<file path="src/rtl/gates_pkg.sv">
// -----------------------------------------------------------------------------
// gates_pkg
// Shared constants for the board-level logic-gate demo. The board clock rate
// and the debounce window in milliseconds live here. msToCycles() turns a
// millisecond window into a clock-cycle count, and the top level uses it to
// size the debouncer.
// Ports: none (package).
// -----------------------------------------------------------------------------
package gates_pkg;

    localparam int CLK_FREQ_HZ = 32'sd100_000_000;
    localparam int DEBOUNCE_MS = 32'sd10;

    // Divide before multiplying so the product stays inside 32 bits.
    function automatic int msToCycles(input int ms);
        return ms * (CLK_FREQ_HZ / 32'sd1000);
    endfunction

endpackage : gates_pkg

</file>
<file path="src/rtl/input_debouncer_channel.sv">
// -----------------------------------------------------------------------------
// debounce_channel
// Conditions one asynchronous switch line. It synchronises the line, debounces
// it and produces a clean level plus one-cycle rise/fall pulses.
// Ports:
//   clk       in   system clock
//   rstN      in   asynchronous active-low reset, clears every flop
//   rawIn     in   raw line, asynchronous to clk
//   outLevel  out  debounced registered level
//   outRise   out  one-cycle pulse on the edge where outLevel goes 0->1
//   outFall   out  one-cycle pulse on the edge where outLevel goes 1->0
// -----------------------------------------------------------------------------
module debounce_channel #(
    parameter int DEBOUNCE_CYCLES = 32'sd4
) (
    input  logic clk,
    input  logic rstN,
    input  logic rawIn,
    output logic outLevel,
    output logic outRise,
    output logic outFall
);

    // The counter only needs to reach DEBOUNCE_CYCLES-1, so clog2 is enough.
    localparam int              CNT_W    = $clog2(DEBOUNCE_CYCLES);
    localparam logic [CNT_W-1:0] CNT_LAST = CNT_W'(DEBOUNCE_CYCLES - 32'sd1);

    logic             r_s1;
    logic             r_s2;
    logic             r_level;
    logic             r_rise;
    logic             r_fall;
    logic [CNT_W-1:0] r_cnt;
    logic             w_differ;
    logic             w_done;

    // Two-flop synchroniser; only r_s2 is used by any logic below.
    always_ff @(posedge clk or negedge rstN) begin
        if (!rstN) begin
            r_s1 <= 1'b0;
            r_s2 <= 1'b0;
        end else begin
            r_s1 <= rawIn;
            r_s2 <= r_s1;
        end
    end

    // Disagreement flag, and the flag for the last cycle of a full stable window.
    always_comb begin
        w_differ = r_s2 ^ r_level;
        w_done   = 1'b0;
        if (w_differ && (r_cnt == CNT_LAST)) begin
            w_done = 1'b1;
        end else begin
            w_done = 1'b0;
        end
    end

    // Stability counter, level and pulse registers. A level change clears the
    // counter, so the counter never runs past CNT_LAST.
    always_ff @(posedge clk or negedge rstN) begin
        if (!rstN) begin
            r_cnt   <= {CNT_W{1'b0}};
            r_level <= 1'b0;
            r_rise  <= 1'b0;
            r_fall  <= 1'b0;
        end else if (!w_differ) begin
            r_cnt  <= {CNT_W{1'b0}};
            r_rise <= 1'b0;
            r_fall <= 1'b0;
        end else if (w_done) begin
            r_cnt   <= {CNT_W{1'b0}};
            r_level <= r_s2;
            r_rise  <= r_s2;
            r_fall  <= ~r_s2;
        end else begin
            r_cnt  <= r_cnt + CNT_W'(1);
            r_rise <= 1'b0;
            r_fall <= 1'b0;
        end
    end

    assign outLevel = r_level;
    assign outRise  = r_rise;
    assign outFall  = r_fall;

endmodule : debounce_channel

</file>
<file path="src/rtl/input_debouncer.sv">
// -----------------------------------------------------------------------------
// input_debouncer
// Upstream conditioning for the logic-gate demo: NUM_CH independent,
// identical debounce channels. outLevel[0] drives gates.inA and outLevel[1]
// drives gates.inB.
// Ports:
//   clk       in   system clock (100 MHz on board)
//   rstN      in   asynchronous active-low reset
//   rawIn     in   [NUM_CH] raw switch/button lines
//   outLevel  out  [NUM_CH] debounced registered levels
//   outRise   out  [NUM_CH] one-cycle 0->1 pulses
//   outFall   out  [NUM_CH] one-cycle 1->0 pulses
// -----------------------------------------------------------------------------
module input_debouncer
    import gates_pkg::*;
#(
    parameter int NUM_CH          = 32'sd2,
    parameter int DEBOUNCE_CYCLES = msToCycles(DEBOUNCE_MS)
) (
    input  logic              clk,
    input  logic              rstN,
    input  logic [NUM_CH-1:0] rawIn,
    output logic [NUM_CH-1:0] outLevel,
    output logic [NUM_CH-1:0] outRise,
    output logic [NUM_CH-1:0] outFall
);

    logic [NUM_CH-1:0] w_level;
    logic [NUM_CH-1:0] w_rise;
    logic [NUM_CH-1:0] w_fall;

    for (genvar g = 0; g < NUM_CH; g++) begin : g_ch
        debounce_channel #(
            .DEBOUNCE_CYCLES(DEBOUNCE_CYCLES)
        ) u_ch (
            .clk     (clk),
            .rstN    (rstN),
            .rawIn   (rawIn[g]),
            .outLevel(w_level[g]),
            .outRise (w_rise[g]),
            .outFall (w_fall[g])
        );
    end

    assign outLevel = w_level;
    assign outRise  = w_rise;
    assign outFall  = w_fall;

endmodule : input_debouncer

</file>
<file path="config.mk">
export PLATFORM = sky130hd
export DESIGN_NAME = input_debouncer
export DESIGN_NICKNAME = d
export VERILOG_FILES = /design/src/rtl/gates_pkg.sv /design/src/rtl/input_debouncer_channel.sv /design/src/rtl/input_debouncer.sv
export SDC_FILE = /design/constraint.sdc
export NUM_CORES = 1
export LEC_CHECK = 0
export ABC_CLOCK_PERIOD_IN_PS = 3040
export CAP_MARGIN = 5
export CORE_AREA = 2 2 65 67
export DETAILED_ROUTE_END_ITERATION = 10
export DIE_AREA = 0 0 67 69
export PLACE_DENSITY = 0.8
export SLEW_MARGIN = 10
export SYNTH_ARGS = -nofsm -noshare
export SYNTH_HDL_FRONTEND = slang
export SYNTH_SLANG_ARGS = --single-unit
export TNS_END_PERCENT = 10
</file>
<file path="constraint.sdc">
create_clock -name clk -period 3.04 [get_ports clk]
set_clock_uncertainty 0.05 [all_clocks]
set_input_delay 0.304 -clock clk [delete_from_list [all_inputs] [get_ports clk]]
set_output_delay 0.304 -clock clk [all_outputs]
set_load 0.05 [all_outputs]
</file>
==> results.toml <==
[global_route]
grt_pass1_vias = 1668
grt_max_degree = 51
grt_remaining_overflow = 0
antenna_found_initial = 0
track_usage_pct = 21.6
grt_pass1_wl_um = 7670

[worst_setup_path]
start_kind = "flop"
endpoint_kind = "flop"
crit_start = "g_ch[1].u_ch.r_cnt[0]$_DFF_PN0_"
critPathRequiredTime_ns = 3.18
path_max_fanout = 12
crit_type = "reg2reg"
r2r_setup_slack_ns = 0.89
cp.arrival_ns = 2.30
r2r-start = "g_ch[1].u_ch.r_cnt[0]$_DFF_PN0_"

[clock_network]
h-tree-depth = 2
clk_latency_ns = 0.31
cts_setup_buffers = 0
cts.sinks = 50
cts_tree = "done"
hold_buffers = 0
clockRootBuffer = "clkbuf_8"
ctsResizeCount = 0
cts_made_buffers = 5
clk_path_buf_depth = 2
clk_pin_slew_ns = 0.09

[route]
first_iter_violations = 137
vias = 1766
drc = 0
viasPerCell = 6.22
wire_per_inst_um = 15.7
final_antenna_net_count = 0
drt_wl_total_um = 4450
first_pass_iters = 4

[final_layout]
layout-drive-gt1-share_pct = 7.26
utilization_pct = 65.9
area_growth_pct = 8.13
multi_input_area_um2 = 1060
final_common_cell = "dfrtp_1"
seq_area_um2 = 1250
antenna_cells = 0
nets = 239
fill_cells = 327
mostFrequentLayoutCells = "dfrtp_1, nor2_1, xor2_1"

[synthesis]
ys_warn_count = 0
synth_top_area_cell = "dfrtp_1"
syn_inst = 228
seq_area_frac_synth_pct = 52.5
syn_nets = 234
synthesis.area_um2 = 2380
ys_top_cells_by_area = "dfrtp_1, xor2_1, nor2_1"
synthDistinctLibCells = 33
synth_top_area_share_pct = 52.5
avgSynthCellArea_um2 = 10.5
synth-seq-cells = 50

[sta]
slew_headroom_pct = 28.5
setup_viol = 0
fin_crit_ns = 2.15
worst_slew_pin_slew_ns = 1.07
tns_ns = 0
hold_viol_final = 0
rsz0062_at_grt = "no"
min_period_over_period_pct = 70.9
drv_slew = 0
max_freq_mhz = 464

[die]
start_util_pct = 60.9
die_area_um2 = 4620
core_um2 = 3910
ios = 10
chipWidth_um = 67
num_rows = 23
die_h_um = 69

[status]
status = "complete, no violations"

[power_and_ir_drop]
leakagePower_nw = 1.06
power_density_nw_per_um2 = 459
vdd_drop_max_uv = 247

[job]
max_cap_violations = 0

[placed_design]
routabilityCongestion = 0.849
port_buffers = 9
hpwl_um = 3050

[worst_hold_path]
hold_class = "in2async"
==> cells in the mapped netlist, drive strengths merged <==
master   n
a21oi   12
and2     2
and3     8
and4     3
buf      8
clkbuf   4
dfrtp   50
ha       2
inv      1
mux2     2
nand2   13
nand3   14
nand4   11
nand4b   1
nor2    27
nor3     3
nor3b    4
nor4     5
nor4b    1
nor4bb   1
o21ai    5
o31ai    9
or3      7
or4      8
or4b     1
xnor2   11
xor2    15
==> critical path, stage by stage (launching register included) <==
cell	delay [ns]
dfrtp_1	0.39
ha_1	0.23
and2_1	0.23
nand4_1	0.21
o31ai_2	0.56
buf_4	0.29
a21oi_1	0.07
==> path summary, 6_finish.rpt <==
check	endpoint	depth (start not counted)
max	g_ch[1].u_ch.r_cnt[17]$_DFF_PN0_	6
min	g_ch[0].u_ch.r_s1$_DFF_PN0_	1
max reg2reg	g_ch[1].u_ch.r_cnt[17]$_DFF_PN0_	6
min reg2reg	g_ch[1].u_ch.r_s2$_DFF_PN0_	0
max in group asynchronous	g_ch[1].u_ch.r_cnt[7]$_DFF_PN0_	1
min in group clk	g_ch[1].u_ch.r_s2$_DFF_PN0_	0
==> power by group <==
part           total, mW  internal (mW)  switching, mW
combinational     0.0389         0.0119         0.0270
clock              0.461          0.242          0.219
sequential         0.682          0.674        0.00885
total               1.18          0.928          0.255
==> kinds of logic after synthesis <==
family / after synthesis / share of synthesized area [%]
AND/OR/NAND/NOR: 109 / 25.7
buffers and inverters: 13 / 3.10
XOR/XNOR: 26 / 9.55
multiplexers: 2 / 0.944
flip-flops: 50 / 52.5
AO/OA/AOI/OAI: 26 / 7.19
adder cells (fa/ha/maj): 2 / 1.05
==> area by class of cell <==
class	instances	area share, %
timing repair buffer	10	3.59
tap	50	2.43
sequential	50	48.5
inverter	1	0.146
multi-input combinational	165	41.1
clock inverter	3	1.55
clock buffer	5	2.67
==> through the flow <==
| stage | instance area, um2 | hold slack, ns | instances | worst slack, ns | power (mW) |
|---|---|---|---|---|---|
| 4_1_cts | 2580 | 0.182 | 284 | 0.877 | 1.19 |
| 3_3_place_gp | 2470 | 0.284 | 276 | 0.939 | 0.734 |
| 6_report | 2580 | 0.132 | 284 | 0.885 | 1.18 |
| 3_5_place_dp | 2470 | 0.289 | 276 | 0.928 | 0.735 |
| 2_1_floorplan | 2380 | -0.0416 | 228 | 1.07 | 0.712 |
| 5_1_grt | 2580 | 0.237 | 284 | 0.689 | 1.23 |
==> state kept, by name, indices dropped and copies added (netlist names) <==
signal and count:
g_ch.u_ch.r_cnt 40, g_ch.u_ch.r_s1 2, g_ch.u_ch.outLevel 2, g_ch.u_ch.outFall 2, g_ch.u_ch.outRise 2, g_ch.u_ch.r_s2 2
==> routing by layer <==
| metal | global-route usage [%] | wire (um) | part of all wire [%] | vias up |
|---|---|---|---|---|
| li1 | - | - | - | 829 |
| met2 | 31.0 | 2030 | 46 | 41 |
| met3 | 5.55 | 196 | 4.4 | 8 |
| met5 | 0 | 0 | 0 | - |
| met4 | 7.26 | 72 | 1.6 | 0 |
| met1 | 31.6 | 2150 | 48 | 888 |
Power figures use the tool's default switching activity.
